<file path="src/rtl/vsamp_pkg.sv">
// Shared state encoding and datapath widths for the voltage_sampler ADC front-end.
package vsamp_pkg;
  localparam int SAMPLE_W  = 12;
  localparam int AVG_SUM_W = 14;

  typedef enum logic [2:0] {
    IDLE,
    CS_SETUP,
    SHIFT,
    CS_HOLD,
    WAIT
  } vsamp_state_t;
endpackage

</file>
<file path="src/rtl/vsamp_avg4.sv">
// Four-deep sample history with a truncating mean; the output follows the history registers,
// so it moves on the cycle after load, together with the parent's registered valid strobe.
module vsamp_avg4
  import vsamp_pkg::*;
#(
  parameter logic [SAMPLE_W-1:0] RESET_VALUE = 12'd2000
) (
  input  logic                clk,
  input  logic                reset,
  input  logic                load,
  input  logic [SAMPLE_W-1:0] sample,
  output logic [SAMPLE_W-1:0] avg
);
  logic [SAMPLE_W-1:0]  hist [4];
  logic [AVG_SUM_W-1:0] sum;

  always_ff @(posedge clk or posedge reset) begin
    if (reset) begin
      hist[0] <= RESET_VALUE;
      hist[1] <= RESET_VALUE;
      hist[2] <= RESET_VALUE;
      hist[3] <= RESET_VALUE;
    end else if (load) begin
      hist[0] <= sample;
      hist[1] <= hist[0];
      hist[2] <= hist[1];
      hist[3] <= hist[2];
    end
  end

  always_comb begin
    sum = AVG_SUM_W'(hist[0]) + AVG_SUM_W'(hist[1]) + AVG_SUM_W'(hist[2]) + AVG_SUM_W'(hist[3]);
  end

  assign avg = sum[AVG_SUM_W-1:2];
endmodule

</file>
<file path="src/rtl/voltage_sampler.sv">
// Periodic SPI (CPOL=0/CPHA=0) master for a 12-bit ADC; sample_valid 101 clk after cs_n falls at defaults.
// No backpressure: each sample is published and held. VSAMP_AVG4_EN selects a 4-sample moving average.
module voltage_sampler
  import vsamp_pkg::*;
#(
  parameter int CLK_DIV       = 4,
  parameter int SAMPLE_BITS   = SAMPLE_W,
  parameter int SAMPLE_PERIOD = 128,
  parameter int RESET_VALUE   = 2000
) (
  input  logic                   clk,
  input  logic                   reset,
  input  logic                   enable,
  input  logic                   adc_miso,
  output logic                   adc_sclk,
  output logic                   adc_cs_n,
  output logic [SAMPLE_BITS-1:0] voltage_out,
  output logic                   sample_valid,
  output logic                   busy
);
  localparam int DIV_W  = $clog2(CLK_DIV + 1);
  localparam int HALF_W = $clog2(2 * SAMPLE_BITS + 1);
  localparam int PER_W  = $clog2(SAMPLE_PERIOD + 1);
  localparam logic [DIV_W-1:0]  DIV_LAST  = DIV_W'(CLK_DIV - 1);
  localparam logic [DIV_W-1:0]  DIV_ONE   = DIV_W'(1);
  localparam logic [HALF_W-1:0] HALF_LAST = HALF_W'(2 * SAMPLE_BITS - 1);
  localparam logic [HALF_W-1:0] HALF_ONE  = HALF_W'(1);
  localparam logic [PER_W-1:0]  PER_MAX   = PER_W'(SAMPLE_PERIOD);
  localparam logic [PER_W-1:0]  PER_ONE   = PER_W'(1);

  vsamp_state_t           state;
  logic [DIV_W-1:0]       div_cnt;
  logic [HALF_W-1:0]      half_cnt;
  logic [PER_W-1:0]       period_cnt;
  logic [SAMPLE_BITS-1:0] shift_reg;
  logic                   publish;

  assign publish = (state == CS_HOLD) && (div_cnt == '0);

  always_ff @(posedge clk or posedge reset) begin
    if (reset) begin
      state        <= IDLE;
      div_cnt      <= '0;
      half_cnt     <= '0;
      period_cnt   <= '0;
      shift_reg    <= '0;
      adc_cs_n     <= 1'b1;
      adc_sclk     <= 1'b0;
      busy         <= 1'b0;
      sample_valid <= 1'b0;
    end else begin
      sample_valid <= 1'b0;
      if (period_cnt < PER_MAX) period_cnt <= period_cnt + PER_ONE;
      case (state)
        IDLE: begin
          if (enable) begin
            state      <= CS_SETUP;
            div_cnt    <= '0;
            period_cnt <= PER_ONE;
            adc_cs_n   <= 1'b0;
            busy       <= 1'b1;
          end
        end
        // CS_SETUP doubles as the low half before the first rising edge.
        CS_SETUP: begin
          if (div_cnt == DIV_LAST) begin
            div_cnt   <= '0;
            half_cnt  <= '0;
            state     <= SHIFT;
            adc_sclk  <= 1'b1;
            shift_reg <= {shift_reg[SAMPLE_BITS-2:0], adc_miso};
          end else begin
            div_cnt <= div_cnt + DIV_ONE;
          end
        end
        SHIFT: begin
          if (div_cnt == DIV_LAST) begin
            div_cnt <= '0;
            if (half_cnt == HALF_LAST) begin
              state    <= CS_HOLD;
              adc_cs_n <= 1'b1;
              busy     <= 1'b0;
            end else begin
              half_cnt <= half_cnt + HALF_ONE;
              adc_sclk <= ~adc_sclk;
              if (!adc_sclk) shift_reg <= {shift_reg[SAMPLE_BITS-2:0], adc_miso};
            end
          end else begin
            div_cnt <= div_cnt + DIV_ONE;
          end
        end
        CS_HOLD: begin
          if (div_cnt == '0) sample_valid <= 1'b1;
          if (div_cnt == DIV_LAST) begin
            div_cnt <= '0;
            if (period_cnt < PER_MAX) begin
              state <= WAIT;
            end else if (enable) begin
              state      <= CS_SETUP;
              period_cnt <= PER_ONE;
              adc_cs_n   <= 1'b0;
              busy       <= 1'b1;
            end else begin
              state <= IDLE;
            end
          end else begin
            div_cnt <= div_cnt + DIV_ONE;
          end
        end
        WAIT: begin
          if (period_cnt >= PER_MAX) begin
            if (enable) begin
              state      <= CS_SETUP;
              div_cnt    <= '0;
              period_cnt <= PER_ONE;
              adc_cs_n   <= 1'b0;
              busy       <= 1'b1;
            end else begin
              state <= IDLE;
            end
          end
        end
        default: state <= IDLE;
      endcase
    end
  end

`ifdef VSAMP_AVG4_EN
  vsamp_avg4 #(
    .RESET_VALUE(SAMPLE_W'(RESET_VALUE))
  ) u_avg4 (
    .clk   (clk),
    .reset (reset),
    .load  (publish),
    .sample(shift_reg),
    .avg   (voltage_out)
  );
`else
  always_ff @(posedge clk or posedge reset) begin
    if (reset) voltage_out <= SAMPLE_BITS'(RESET_VALUE);
    else if (publish) voltage_out <= shift_reg;
  end
`endif
endmodule
</file>
<file path="config.mk">
export PLATFORM = sky130hd
export DESIGN_NAME = voltage_sampler
export DESIGN_NICKNAME = d
export VERILOG_FILES = /design/src/rtl/vsamp_pkg.sv /design/src/rtl/vsamp_avg4.sv /design/src/rtl/voltage_sampler.sv
export SDC_FILE = /design/constraint.sdc
export NUM_CORES = 1
export LEC_CHECK = 0
export ABC_AREA = 1
export BUFFER_PORTS_ARGS = -buffer_cell sky130_fd_sc_hd__buf_2
export CAP_MARGIN = 20
export CORE_MARGIN = 8
export CORE_UTILIZATION = 59
export CTS_BUF_LIST = sky130_fd_sc_hd__clkbuf_8
export DETAILED_ROUTE_END_ITERATION = 7
export PLACE_DENSITY = 0.78
export SYNTH_ARGS = -nofsm -noshare
export SYNTH_HDL_FRONTEND = slang
export SYNTH_SLANG_ARGS = --single-unit
</file>
<file path="constraint.sdc">
create_clock -name clk -period 2.7 [get_ports clk]
set_clock_uncertainty 0.15 [all_clocks]
set_input_delay 0.675 -clock clk [delete_from_list [all_inputs] [get_ports clk]]
set_output_delay 0.675 -clock clk [all_outputs]
set_load 0.01 [all_outputs]
</file>
==> qor.csv, run 1 <==
stage,metric,value,unit
clocking,cts_made_buffers,5,
sta,setup_tns,0,ns
yosys,synth_top_area_share,43.0,%
sta,maxSlewViolCount,0,
yosys,avgSynthCellArea,8.49,um^2
sta,final-hold-violation-count,0,
drt,vias_per_cell,5.07,
sta,fin_crit,1.84,ns
clocking,cts_resized,0,
yosys,synth_fp_nets,283,
drt,wirelength,4150,um
die,start_util,59.9,%
placement,routabilityCongestion,0.922,
sta,worstMarginPinSlew,0.536,ns
yosys,ys_top_cells_by_area,"dfrtp_1 (43%), nand2_1 (12%), dfstp_2 (7.9%), inv_1 (5.8%), o21ai_0 (5.2%)",
clocking,post_cts_buffers,0,
worst_setup_path,timing.critical_path.mode_cell,nand2_2,
die,row_count,23,
yosys,synth.yosys.seq_area_share,50.9,%
power,power.total,2.32,mW
die,fp.dieH,78.8,um
worst_setup_path,critPathMaxFanout,25,
power,power_leakage,1.28,nW
grt,grt_pass1_vias,1779,
clocking,cts_tree,done,
grt,grt_start_max_net_pins,27,
finish,fin_area,2560,um^2
worst_setup_path,worstSetupEndpointType,flip-flop,
status,status,"complete, no violations",
grt,grt_pass1_wl,7620,um
placement,port_buffers,19,
drt,ant_nets,0,
grt,grt_overflow_total,0,
drt,post_drt_wl_per_cell,11.9,um
finish,seq_area,1180,um^2
placement,dpl-instance-area,2460,um^2
die,core_area,3880,um^2
worst_setup_path,worstSetupStartpointType,flip-flop,
yosys,synth.distinct_cells,31,
finish,final_common_cell,nand2_1,
yosys,synthCells,274,
sta,relSlewSlack,64.2,%
yosys,synth_edf_count,0,
worst_hold_path,hp-class,in -> async,
yosys,async_flop_share,100,%
worst_setup_path,critPathMaxStageDelay,0.46,ns
drt,vias,1766,
clocking,insertion_delay,0.29,ns
worst_setup_path,cp.required,2.73,ns
drt,drt_iter0_markers,61,
placement,dpl.hpwl,3110,um
sta,fin_ws,0.859,ns
grt,track_usage,14.9,%
clocking,cts_max_level,2,
worst_setup_path,worst-setup-path-type,reg -> reg,
flow_run,max_cap_viol_count,0,
sta,period_share,68.2,%
worst_setup_path,cp_slowest_cell,dfrtp_1,
die,die_w,78.8,um
yosys,synth-seq-cells,47,
placement,dp_slack,0.861,ns
yosys,syn_area,2330,um^2
finish,synthToLayoutAreaGrowth,10.2,%
finish,antennaDiodeCount,0,
finish,final_cell_mix,"nand2_1 (77), dfrtp_1 (40), inv_1 (35)",
clocking,cts_hold_buffers,0,
yosys,synth_top_area_cell,dfrtp_1,
power,pwr_density_cell,904,nW/um^2
die,die-area,6210,um^2
finish,drive_gt1_share,21.8,%
sta,rsz0062_at_grt,no,
worst_setup_path,crit_chain,inv_2 > nand2_2 > nor2_4 > nand2_2 > nand2_4 > nand3_4 > nand2_1 > o21ai_2,
clocking,clockBufferDepth,2,
clocking,clock_sinks,47,
finish,fin_nets,306,
clocking,clk_pin_slew,0.08,ns
finish,fillers,341,
sta,fmax,0.543,GHz
drt,first_pass_iters,4,
yosys,yosys_most_used_dff,dfrtp_1,
drt,drc,0,
die,pin_count,20,
sta,setup_violations,0,
finish,multi_input_area,958,um^2
worst_setup_path,arrival,1.87,ns
yosys,synth_warnings,0,
clocking,root_buffer,clkbuf_8,
grt,antenna_found_initial,0,
power,ir_drop,0.578,mV
[cells by family (layout without fill, tap and decap cells)]
family	Yosys count	count (layout)	share of synthesized area, %
flops	47	47	50.9
xor+xnor	4	4	1.51
buf+inv	43	67	7.85
fa+ha+maj	5	5	2.69
compound gates	43	43	11.9
simple gates	132	132	25.1
[path summary, 6_finish.rpt]
| check | startpoint | end | slack [ns] | cells after the start |
|---|---|---|---|---|
| min in group clk | adc_cs_n | adc_cs_n | 0.31 | 2 |
| max in group asynchronous | reset | voltage_out[7] | 1.48 | 3 |
| min | reset | half_cnt[1] | 0.26 | 2 |
| min reg2reg | adc_cs_n | adc_cs_n | 0.31 | 2 |
| max reg2reg | state[2] | shift_reg[10] | 0.86 | 8 |
| max | state[2] | shift_reg[10] | 0.86 | 8 |
[report_power, final]
part,internal (mW),switching (mW)
registers,0.881,0.131
clock network,0.233,0.224
logic,0.299,0.549
total,1.41,0.904
[worst max-delay path: cells and delay by family, from the launching register on]
kind,cells,cell delay [ns]
DFF,1,0.46
AOI/OAI and AO/OA,1,0.06
buffers and inverters,1,0.16
and+or+nand+nor,6,0.89
[cell type report]
type,count,share of cell area [%]
Multi-Input combinational cell,184,37.4
Clock buffer,7,3.76
Sequential cell,47,46.2
Inverter,38,5.57
Timing Repair Buffer,21,4.30
Tap cell,50,2.44
Clock inverter,1,0.293
[stage by stage]
stage | cells | hold slack (ns) | util, %
after global routing | 348 | 0.301 | 66.0
after global placement | 340 | 0.299 | 63.3
final | 348 | 0.265 | 66.0
after CTS | 348 | 0.274 | 66.0
after detailed placement | 340 | 0.300 | 63.3
after floorplan | 274 | 0.292 | -
[cell usage after synthesis, drive strengths merged, types with 2 or more instances]
master / count
buf: 4
dfrtp: 40
dfstp: 7
ha: 5
inv: 38
nand2: 81
nand3: 17
nand4: 2
nor2: 29
o21ai: 37
or2: 2
xor2: 3
[routing by layer]
metal / vias up / wire length [um] / GRT usage (%)
li1: 907 / - / -
met1: 834 / 1930 / 17.6
met2: 18 / 2050 / 26.1
met3: 7 / 99 / 2.82
met4: 0 / 65 / 5.74
met5: - / 0 / 0
(Power assumes the default switching activity.)
==> run 2, diff against run 1 <==
==> constraint.sdc (replaced) <==
create_clock -name clk -period 1.75 [get_ports clk]
set_clock_uncertainty 0.15 [all_clocks]
set_input_delay 0.4375 -clock clk [delete_from_list [all_inputs] [get_ports clk]]
set_output_delay 0.4375 -clock clk [all_outputs]
set_load 0.01 [all_outputs]
==> qor.csv, run 2 (synthesis results as in run 1) <==
stage,metric,value,unit,change
status,status,"complete, no violations",,
drt,drc,0,,unchanged
worst_setup_path,timing.rr.start,half_cnt[0],,
finish,fin_area,2660,um^2,+3.8%
grt,grt_start_max_net_pins,48,,+78%
power,pwr_density_cell,1380,nW/um^2,+53%
placement,port_buffers,19,,unchanged
finish,fin_nets,312,,+2.0%
worst_setup_path,arrival,1.68,ns,-0.19 ns
clocking,insertion_delay,0.30,ns,about the same
worst_setup_path,worstSetupStartpointType,flip-flop,,
clocking,clockBufferDepth,2,,unchanged
drt,vias_per_cell,5.08,,+0.20%
finish,drive_gt1_share,25.0,%,+3.2 points
placement,dpl.hpwl,3020,um,-2.9%
sta,period_share,93.2,%,+25 points
worst_setup_path,critPathMaxFanout,13,,-48%
placement,routabilityCongestion,0.847,,-8.2%
sta,worstMarginPinSlew,0.277,ns,-0.259 ns
finish,final_common_cell,nand2_1,,
worst_setup_path,r2r_setup_slack,0.12,ns,-0.74 ns
sta,hold_slack,0.00121,ns,-0.263 ns
die,core_area,3880,um^2,unchanged
die,die_w,78.8,um,unchanged
worst_setup_path,timing.rr.end,shift_reg[11],,
finish,synthToLayoutAreaGrowth,14.4,%,
power,p_seq_share,42.4,%,-1.3 points
drt,first_pass_iters,4,,unchanged
clocking,cts_made_buffers,5,,unchanged
finish,final_cell_mix,"nand2_1 (75), dfrtp_1 (40), inv_1 (34)",,
grt,track_usage,14.5,%,-0.42 points
worst_setup_path,critPathBufInv,2,,+1
finish,fin_util,68.5,%,+2.5 points
worst_setup_path,crit_chain,ha_2 > nand2_2 > inv_2 > nand2_1 > nand2_2 > nand2_4 > nand3_4 > buf_12 > nand2_1 > o21ai_2,,
sta,fin_crit,1.63,ns,-0.210 ns
grt,grt_overflow_total,0,,unchanged
clocking,clk_pin_slew,0.08,ns,about the same
sta,relSlewSlack,81.6,%,+17 points
sta,setup_violations,0,,unchanged
die,row_count,23,,unchanged
die,fp.dieH,78.8,um,unchanged
worst_hold_path,hp-class,in -> async,,
clocking,cts_tree,done,,
drt,drt_iter0_markers,130,,+110%
clocking,clock_sinks,47,,unchanged
sta,maxSlewViolCount,0,,unchanged
power,p_sw,1.46,mW,+61%
die,die-area,6210,um^2,unchanged
worst_setup_path,cp_slowest_cell,dfrtp_1,,
grt,grt_pass1_vias,1735,,-2.5%
worst_setup_path,reg2reg_depth,10,,+2
power,clkPwrFrac,18.7,%,-1.0 points
power,combPwrFrac,38.9,%,+2.3 points
worst_setup_path,worst-setup-path-type,reg -> reg,,
drt,ant_nets,0,,unchanged
clocking,cts_hold_buffers,0,,unchanged
die,pin_count,20,,unchanged
drt,post_drt_wl_per_cell,12.2,um,+2.5%
drt,vias,1800,,+1.9%
clocking,cts_max_level,2,,unchanged
clocking,root_buffer,clkbuf_8,,
power,power.internal,2.22,mW,+57%
finish,antennaDiodeCount,0,,unchanged
placement,dpl-instance-area,2510,um^2,+2.2%
power,ir_drop,0.849,mV,+47%
power,power_leakage,1.33,nW,+3.8%
sta,final-hold-violation-count,0,,unchanged
worst_setup_path,cp.required,1.80,ns,-0.93 ns
die,start_util,59.9,%,unchanged
worst_setup_path,cp_top_family,simple AND/OR/NAND/NOR gates,,
grt,grt_pass1_wl,7380,um,-3.2%
worst_setup_path,worstSetupEndpointType,flip-flop,,
power,sw_frac_of_total,39.6,%,+0.62 points
worst_setup_path,critPathMaxStageDelay,0.41,ns,-0.05 ns
power,power.total,3.68,mW,+59%
sta,fmax,0.613,GHz,+13%
drt,wirelength,4330,um,+4.2%
flow_run,max_cap_viol_count,0,,unchanged
grt,antenna_found_initial,0,,unchanged
run 2: how the worst max path moves through the flow:
| stage | startpoint | to | slack, ns | cells past startpoint |
|---|---|---|---|---|
| after detailed placement | div_cnt[0] | period_cnt[1] | 0.04 | 10 |
| after floorplan | reset | adc_sclk | 0.06 | 1 |
| final | half_cnt[0] | shift_reg[11] | 0.12 | 10 |
| after CTS | div_cnt[0] | period_cnt[1] | 0.04 | 10 |
| after global routing | div_cnt[0] | period_cnt[6] | -0.0004 | 10 |
| after global placement | div_cnt[0] | period_cnt[1] | 0.07 | 10 |
run 2: area by class of cell:
class | instances | area [um^2]
clock inverter | 2 | 13.8
inverter | 38 | 143
fill | 311 | 1220
multi-input combinational | 184 | 976
sequential | 47 | 1180
timing repair buffer | 27 | 198
clock buffer | 6 | 82.6
tap | 50 | 62.6
run 2: per-stage QoR:
step	setup TNS (ns)	setup WS [ns]	instances
4_1_cts	0	0.0354	352
6_report	0	0.119	354
3_5_place_dp	0	0.0439	344
3_3_place_gp	0	0.0730	344
2_1_floorplan	0	0.0580	274
5_1_grt	-0.000687	-0.000371	354
run 2: what timing repair did:
action	4_1_cts	5_1_grt
hold endpoints to repair	0	0
endpoints found under the setup margin	0	25
buffers inserted	0	1
gates resized for setup	0	7
run 2: power by group through the flow:
| stage | clock [mW] | sequential (mW) | combinational [mW] |
|---|---|---|---|
| after floorplan | 0 | 1.58 | 1.02 |
| after global routing | 0.749 | 1.61 | 1.63 |
| after detailed placement | 0 | 1.58 | 1.38 |
| after CTS | 0.709 | 1.56 | 1.38 |
| final | 0.688 | 1.56 | 1.43 |
| after global placement | 0 | 1.57 | 1.32 |
run 2: worst register-to-register path, cell delays in order, from the launching register on:
cell and delay [ns]:
dfrtp_1 0.41, ha_2 0.20, nand2_2 0.09, inv_2 0.05, nand2_1 0.08, nand2_2 0.08
nand2_4 0.10, nand3_4 0.09, buf_12 0.16, nand2_1 0.07, o21ai_2 0.05
run 2: metal layers:
layer  share of wire [%]  vias to the layer above  global-route usage [%]
met1                  45                      848                    17.6
met3                 3.4                        5                    3.39
met2                  50                       26                    24.4
met5                   0                        -                       0
li1                    -                      921                       -
met4                0.97                        0                    5.56
==> run 3, diff against run 2 <==
--- a/config.mk
+++ b/config.mk
@@ -13,6 +13,7 @@
 export CTS_BUF_LIST = sky130_fd_sc_hd__clkbuf_8
 export DETAILED_ROUTE_END_ITERATION = 7
 export PLACE_DENSITY = 0.78
+export SETUP_SLACK_MARGIN = 0.4
 export SYNTH_ARGS = -nofsm -noshare
 export SYNTH_HDL_FRONTEND = slang
 export SYNTH_SLANG_ARGS = --single-unit
==> qor.csv, run 3 (synthesis results as in run 1) <==
stage,metric,value,unit,change
power,sw_frac_of_total,44.5,%,+4.8 points
drt,vias_per_cell,6.20,,+22%
sta,setup_violations,0,,unchanged
finish,drive_gt1_share,51.6,%,+27 points
finish,final_common_cell,nand2_1,,
die,core_area,3880,um^2,unchanged
power,combPwrFrac,51.0,%,+12 points
finish,fin_area,3400,um^2,+28%
clocking,insertion_delay,0.32,ns,+0.02 ns
grt,track_usage,21.0,%,+6.6 points
clocking,cts_max_level,2,,unchanged
power,pwr_density_cell,1470,nW/um^2,+6.5%
placement,dpl-instance-area,2520,um^2,+0.15%
clocking,root_buffer,clkbuf_8,,
sta,period_share,97.7,%,+4.5 points
worst_setup_path,r2r_setup_slack,0.04,ns,-0.08 ns
clocking,clock_sinks,47,,unchanged
grt,grt_pass1_vias,2215,,+28%
drt,post_drt_wl_per_cell,21.7,um,+78%
sta,rsz0062_at_grt,yes,,
drt,first_pass_iters,5,,+1
placement,dp_slack,0.0275,ns,-0.0164 ns
worst_setup_path,reg2reg_depth,8,,-2
sta,fin_crit,1.71,ns,+0.0785 ns
clocking,cts_made_buffers,5,,unchanged
drt,drc,0,,unchanged
grt,grt_pass1_wl,10400,um,+41%
die,pin_count,20,,unchanged
finish,final_cells,389,,+9.9%
status,violations,negative hold slack,,
worst_setup_path,crit_chain,ha_2 > inv_2 > nor2_4 > buf_4 > buf_8 > nand2_4 > nand2_1 > o21ai_0,,
flow_run,max_cap_viol_count,0,,unchanged
clocking,clk_pin_slew,0.10,ns,+0.02 ns
worst_setup_path,critPathBufInv,3,,+1
grt,grt_start_max_net_pins,33,,-31%
drt,wirelength,8450,um,+95%
sta,setup_tns,0,ns,unchanged
sta,hold_slack,-0.0662,ns,-0.0674 ns
clocking,cts_tree,done,,
worst_hold_path,hp-class,in -> async,,
power,power_leakage,1.60,nW,+21%
finish,final_cell_mix,"nand2_1 (44), dfrtp_1 (37), nand2_2 (28), buf_4 (28), inv_1 (27)",,
status,status,finished with violations,,
power,power.total,5.02,mW,+36%
die,row_count,23,,unchanged
finish,antennaDiodeCount,0,,unchanged
finish,fillers,164,,-47%
drt,drt_iter0_markers,228,,+75%
placement,dpl.hpwl,3050,um,+0.77%
worst_setup_path,worstSetupEndpointType,flip-flop,,
sta,fmax,0.585,GHz,-4.6%
die,die-area,6210,um^2,unchanged
worst_setup_path,arrival,1.72,ns,+0.04 ns
worst_setup_path,worstSetupStartpointType,flip-flop,,
worst_setup_path,cp_slowest_cell,dfrtp_1,,
placement,port_buffers,19,,unchanged
sta,relSlewSlack,74.9,%,-6.7 points
worst_setup_path,critPathMaxFanout,5,,-8
finish,multi_input_area,1310,um^2,+34%
finish,fin_nets,347,,+11%
finish,fin_util,87.6,%,+19 points
die,die_w,78.8,um,unchanged
worst_setup_path,cp_top_family,flip-flops,,
drt,vias,2412,,+34%
power,clkPwrFrac,16.7,%,-2.0 points
power,p_seq_share,32.2,%,-10 points
grt,grt_overflow_total,0,,unchanged
sta,final-hold-violation-count,14,,+14
sta,fin_ws,0.0407,ns,-0.0785 ns
placement,routabilityCongestion,0.867,,+2.4%
sta,maxSlewViolCount,0,,unchanged
worst_setup_path,timing.rr.end,half_cnt[2],,
grt,antenna_found_initial,0,,unchanged
finish,seq_area,1190,um^2,+0.32%
placement,dp_cells,342,,-0.58%
worst_setup_path,critPathMaxStageDelay,0.39,ns,-0.02 ns
die,fp.dieH,78.8,um,unchanged
drt,ant_nets,0,,unchanged
sta,worstMarginPinSlew,0.376,ns,+0.0995 ns
worst_setup_path,timing.rr.start,div_cnt[1],,
power,power.internal,2.79,mW,+25%
die,start_util,59.9,%,unchanged
clocking,clockBufferDepth,2,,unchanged
worst_setup_path,worst-setup-path-type,reg -> reg,,
power,ir_drop,1.31,mV,+55%
finish,synthToLayoutAreaGrowth,46.3,%,
worst_setup_path,cp.required,1.76,ns,-0.04 ns
power,p_sw,2.23,mW,+53%
-- run 3: cell types whose count changed in the layout (fill, tap and decap cells not counted), sizes merged --
cell / change
clkbuf: -2
inv: -2
nand2: +1
bufinv: +1
clkinvlp: +2
nand3: +3
buf: +32
-- run 3: what timing repair did --
action                                  4_1_cts  5_1_grt
resized for setup                            74       44
pin swaps                                    20        9
endpoints found under the setup margin       62       63
hold endpoints to repair                     14       14
cloned                                        7        0
setup buffers                                18       14
-- run 3: worst max path at each step --
stage | startpoint | endpoint | slack, ns | cells after the start
global placement | state[1] | shift_reg[11] | 0.05 | 7
finish | div_cnt[1] | half_cnt[2] | 0.04 | 8
detailed placement | state[1] | shift_reg[9] | 0.03 | 7
global route | div_cnt[1] | half_cnt[2] | -0.02 | 8
CTS | div_cnt[1] | period_cnt[7] | 0.19 | 10
floorplan | state[2] | shift_reg[10] | 0.23 | 9
-- run 3: per-layer routing --
metal  up-vias  global-route usage [%]  share of wire (%)
met2       194                    36.9                 48
met5         -                       0                  0
met4         0                    10.9                7.3
met3        72                    4.18                9.2
li1       1001                       -                  -
met1      1145                    23.7                 35
-- run 3: power groups by stage --
| stage | registers (mW) | clock network, mW | logic, mW |
|---|---|---|---|
| after CTS | 1.58 | 0.801 | 2.00 |
| after floorplan | 1.58 | 0 | 1.07 |
| after global placement | 1.58 | 0 | 1.33 |
| final | 1.62 | 0.840 | 2.56 |
| after global routing | 1.64 | 0.861 | 2.71 |
| after detailed placement | 1.59 | 0 | 1.37 |
-- run 3: layout make-up --
| type | instances | area share (%) |
|---|---|---|
| multi-input cells | 188 | 38.5 |
| inverters | 38 | 4.67 |
| well taps | 50 | 1.84 |
| clock inverters | 3 | 1.21 |
| repair buffers | 58 | 16.8 |
| clock buffers | 5 | 2.02 |
| flip-flops and latches | 47 | 34.9 |
